`src/rtl/imem_pkg.sv`:
```
// ============================================================================
// Module : imem_pkg
// Brief  : Shared constants and state encoding for the instruction-memory
//          fetch controller.
// Rev    : 1.0  initial release
// ============================================================================
`default_nettype none

package imem_pkg;

  localparam int          ADDR_W_DEF  = 16;
  localparam logic [5:0]  HALT_OP_DEF = 6'h3F;
  localparam logic [31:0] NOOP        = 32'h0000_0000;

  localparam logic [1:0]  ST_BOOT = 2'd0;
  localparam logic [1:0]  ST_RUN  = 2'd1;
  localparam logic [1:0]  ST_HALT = 2'd2;

  typedef enum logic [1:0] {
    S_BOOT = ST_BOOT,
    S_RUN  = ST_RUN,
    S_HALT = ST_HALT
  } state_e;

endpackage

`default_nettype wire

```
`src/rtl/imem_fetch_ctrl.sv`:
```
// ============================================================================
// Module : imem_fetch_ctrl
// Brief  : Boot-loads an external instruction memory, then serves single-
//          outstanding fetches with 1-cycle latency. Optional halt-opcode
//          detection is enabled by defining IMEM_HALT_DETECT_EN.
// Rev    : 1.0  initial release
// ============================================================================
`default_nettype none

module imem_fetch_ctrl
  import imem_pkg::*;
#(
  parameter int         ADDR_W  = ADDR_W_DEF,
  parameter logic [5:0] HALT_OP = HALT_OP_DEF
) (
  input  logic              clk,
  input  logic              rst,
  // boot loader
  input  logic              ld_valid,
  output logic              ld_ready,
  input  logic [ADDR_W-1:0] ld_addr,
  input  logic [31:0]       ld_data,
  input  logic              ld_last,
  // fetch
  input  logic              fe_req,
  input  logic [31:0]       fe_addr,
  output logic              fe_gnt,
  output logic [31:0]       instr,
  output logic              instr_valid,
  // memory
  output logic              mem_en,
  output logic              mem_we,
  output logic [ADDR_W-1:0] mem_addr,
  output logic [31:0]       mem_wdata,
  input  logic [31:0]       mem_rdata,
  // control / status
  input  logic              reload,
  output logic [1:0]        state,
  output logic              halted,
  output logic              addr_err
);

  state_e      r_state;
  logic        r_pending;
  logic        r_err;
  logic [31:0] r_instr;

  logic        w_boot;
  logic        w_run;
  logic        w_ld_fire;
  logic        w_in_range;
  logic        w_gnt;
  logic        w_halt_ret;
  logic [31:0] w_instr;

  assign w_boot     = (r_state == S_BOOT);
  assign w_run      = (r_state == S_RUN);
  // rst gates every strobe so an asserted reset never issues a write or read
  assign w_ld_fire  = rst && w_boot && ld_valid;
  assign w_in_range = ((fe_addr >> ADDR_W) == 32'd0);
  assign w_instr    = r_pending ? (r_err ? NOOP : mem_rdata) : r_instr;

`ifdef IMEM_HALT_DETECT_EN
  assign w_halt_ret = w_run && r_pending && (w_instr[31:26] == HALT_OP);
  assign halted     = (r_state == S_HALT);
`else
  logic w_unused_halt_op;
  assign w_unused_halt_op = ^HALT_OP;
  assign w_halt_ret       = 1'b0;
  assign halted           = 1'b0;
`endif

  assign w_gnt = rst && w_run && fe_req && !w_halt_ret;

  assign ld_ready    = rst && w_boot;
  assign fe_gnt      = w_gnt;
  assign mem_en      = w_ld_fire || (w_gnt && w_in_range);
  assign mem_we      = w_ld_fire;
  assign mem_addr    = w_boot ? ld_addr : fe_addr[ADDR_W-1:0];
  assign mem_wdata   = ld_data;
  assign instr       = w_instr;
  assign instr_valid = r_pending;
  assign addr_err    = r_pending && r_err;
  assign state       = r_state;

  always_ff @(posedge clk) begin
    if (!rst) begin
      r_state   <= S_BOOT;
      r_pending <= 1'b0;
      r_err     <= 1'b0;
      r_instr   <= NOOP;
    end else begin
      if (r_pending)
        r_instr <= w_instr;
      r_pending <= w_gnt;
      r_err     <= w_gnt && !w_in_range;
      case (r_state)
        S_BOOT: begin
          if (w_ld_fire && ld_last)
            r_state <= S_RUN;
        end
        S_RUN: begin
          // reload outranks a halt word returning in the same cycle
          if (reload) begin
            r_state   <= S_BOOT;
            r_pending <= 1'b0;
            r_err     <= 1'b0;
          end else if (w_halt_ret) begin
            r_state <= S_HALT;
          end
        end
        S_HALT: begin
          if (reload)
            r_state <= S_BOOT;
        end
        default: r_state <= S_BOOT;
      endcase
    end
  end

endmodule

`default_nettype wire

```
`config.mk`:
```
export PLATFORM = sky130hd
export DESIGN_NAME = imem_fetch_ctrl
export DESIGN_NICKNAME = d
export VERILOG_FILES = /design/src/rtl/imem_pkg.sv /design/src/rtl/imem_fetch_ctrl.sv
export SDC_FILE = /design/constraint.sdc
export NUM_CORES = 1
export LEC_CHECK = 0
export ABC_AREA = 1
export CORE_ASPECT_RATIO = 0.8
export CORE_MARGIN = 3
export CORE_UTILIZATION = 30
export CTS_CLUSTER_SIZE = 16
export DETAILED_ROUTE_END_ITERATION = 8
export MAX_ROUTING_LAYER = met4
export PLACE_DENSITY = 0.82
export SETUP_SLACK_MARGIN = 0.5
export SLEW_MARGIN = 20
export SYNTH_ARGS = -nofsm -noshare
export SYNTH_HDL_FRONTEND = slang
export SYNTH_SLANG_ARGS = --single-unit
```
`constraint.sdc`:
```
create_clock -name clk -period 3.3 [get_ports clk]
set_clock_uncertainty 0.2 [all_clocks]
set_input_delay 0.66 -clock clk [delete_from_list [all_inputs] [get_ports clk]]
set_output_delay 0.66 -clock clk [all_outputs]
set_load 0.02 [all_outputs]
```
==> flow_summary.json <==
{
  "netlist_instances": 326,
  "cts_tree": "yes",
  "maxCapViolations": 0,
  "clkSinkCount": 35,
  "final_cell_mix": "103 x clkdlybuf4s50_1, 73 x inv_1, 58 x nand2_1",
  "syn_avg_cell_area_um2": 7.78,
  "port_buffers": 140,
  "ir_drop_v": 0.000125,
  "setup_viol": 0,
  "final_nets": 550,
  "ant_nets": 0,
  "drive_above_1_share_pct": 21.2,
  "preCtsSetupSlack_ns": 0.312,
  "io_pins": 207,
  "vias_per_cell": 4.02,
  "cts_buffers": 5,
  "grt_max_degree": 33,
  "htreeDepth": 2,
  "synth_top_family_by_area": "buffers and inverters",
  "post-route-drc-count": 0,
  "synthAdderAreaFrac_pct": 0,
  "cts-root-buf": "clkbuf_8",
  "die_h_um": 88.2,
  "dp_hpwl_um": 5100,
  "start_kind": "input pin",
  "period_share_pct": 83.3,
  "syn-cell-area_mm2": 0.00254,
  "core-area_mm2": 0.00806,
  "num_vias": 2175,
  "dieWidth_um": 109,
  "power.total_mw": 1.01,
  "grt_usage_pct": 12.8,
  "routed_wl_um": 6070,
  "floorplan.initialDensity_pct": 31.5,
  "reg2reg_setup_slack_ns": 1.82,
  "path_clk_slew_ns": 0.07,
  "grt_pass1_vias": 2214,
  "ys_ff_latch": 35,
  "clkLatencyLatePin_ns": 0.28,
  "synth_warnings": 0,
  "layout_commonest_cell": "clkdlybuf4s50_1",
  "worstSetupEndpointType": "output port",
  "cp_max_fo": 1,
  "p_per_area_mw_per_mm2": 266,
  "path_class": "input pin to output port",
  "gp_congestion": 0.809,
  "antenna_found_initial": 0,
  "period_minus_slack_ns": 2.75,
  "postCtsSetupBuffers": 0,
  "n_antenna_cell": 0,
  "setup_tns_ns": 0,
  "hold_class": "flop to flop",
  "hold_viol": 0,
  "outcome": "finished clean",
  "slew_viol_final": 0,
  "seq_area_frac_synth_pct": 27.6,
  "clockBufferDepth": 2,
  "synth_xor_area_share_pct": 0,
  "design.die.area_mm2": 0.00960,
  "fmax_ghz": 0.364,
  "crit_arrival_ns": 1.89,
  "power_leakage_nw": 1.69,
  "timing.final.ws_setup_ns": 0.552,
  "grt_overflow": 0,
  "synth_mux_area_share_pct": 0,
  "synthSimpleGateAreaFrac_pct": 17.2,
  "area_growth_pct": 50.0,
  "worstPathRequired_ns": 2.44,
  "wl_per_cell_um": 11.2,
  "grt_pass1_wl_um": 9560,
  "rsz0062_at_grt": "no",
  "first_pass_iters": 4,
  "synth_cell_types": 19,
  "drt_iter0_drc": 55,
  "rows": 29,
  "synth-compound-area-share_pct": 24.6
}
-- Yosys cell counts --
cell type	number	area, um^2
nor2_2	15	93.8
nor2_1	29	109
buf_4	36	270
inv_2	31	116
o22ai_1	2	12.5
buf_2	2	10.0
nand3_1	1	5.00
a21oi_1	1	5.00
buf_8	3	45.0
buf_6	4	45.0
o22ai_4	30	601
conb_1	1	3.75
clkbuf_1	2	7.51
nand2_1	58	218
nand2_4	1	11.3
dfxtp_1	35	701
buf_1	1	3.75
o21ai_0	1	5.00
inv_1	73	274
-- flip-flops by register name, summed over array words and instances, names as in the netlist --
register / count
instr_valid: 1
r_err: 1
r_instr: 32
state: 1
-- area by class of cell --
class                      instances  area (um^2)
inverter                         104          390
tap                              108          135
fill                             803         4250
clock buffer                       6         72.6
timing repair buffer             146         1420
clock inverter                     2         11.3
sequential                        35          704
multi-input combinational        140         1070
-- layer usage --
| metal | vias up | track usage (%) | share of wire [%] | wire (um) |
|---|---|---|---|---|
| li1 | 1118 | - | - | - |
| met1 | 944 | 13.4 | 38 | 2330 |
| met2 | 111 | 22.9 | 51 | 3090 |
| met3 | 2 | 5.11 | 10 | 622 |
| met4 | 0 | 3.10 | 0.46 | 28 |
| met5 | - | - | 0 | 0 |
-- repair_timing --
action | in CTS | in global routing
pin swaps | 0 | 0
hold buffers | 0 | 0
resized for setup | 33 | 6
endpoints found under the setup margin | 33 | 5
-- report_power, final --
group	internal, mW	total, mW	switching [mW]
clock	0.148	0.302	0.154
combinational	0.157	0.280	0.123
sequential	0.426	0.428	0.00248
total	0.731	1.01	0.279
-- cells by family after synthesis --
logic type | count (synthesis)
buffers and inverters | 152
and+or+nand+nor | 104
DFF | 35
AOI/OAI and AO/OA | 34
other | 1
-- metrics by stage --
stage	hold slack (ns)	std cells	utilization, %	cell area, um^2
2_1_floorplan	0.379	327	-	2540
6_report	0.345	541	47.2	3800
3_3_place_gp	0.327	533	46.6	3760
4_1_cts	0.351	541	47.2	3800
3_5_place_dp	0.338	533	46.6	3760
5_1_grt	0.380	541	47.2	3800
-- final timing paths --
| check | depth (start not counted) | to | from |
|---|---|---|---|
| max | 4 | mem_addr[9] | ld_addr[9] |
| min | 2 | state[0] | state[0] |
| max reg2reg | 4 | r_instr[7] | instr_valid |
| min reg2reg | 2 | state[0] | state[0] |
-- worst max-delay path, stage by stage --
cell and delay [ns]:
clkdlybuf4s50_1 0.45, nand2_1 0.05, nand2_1 0.11, clkdlybuf4s50_1 0.61
Power figures use the tool's default switching activity.
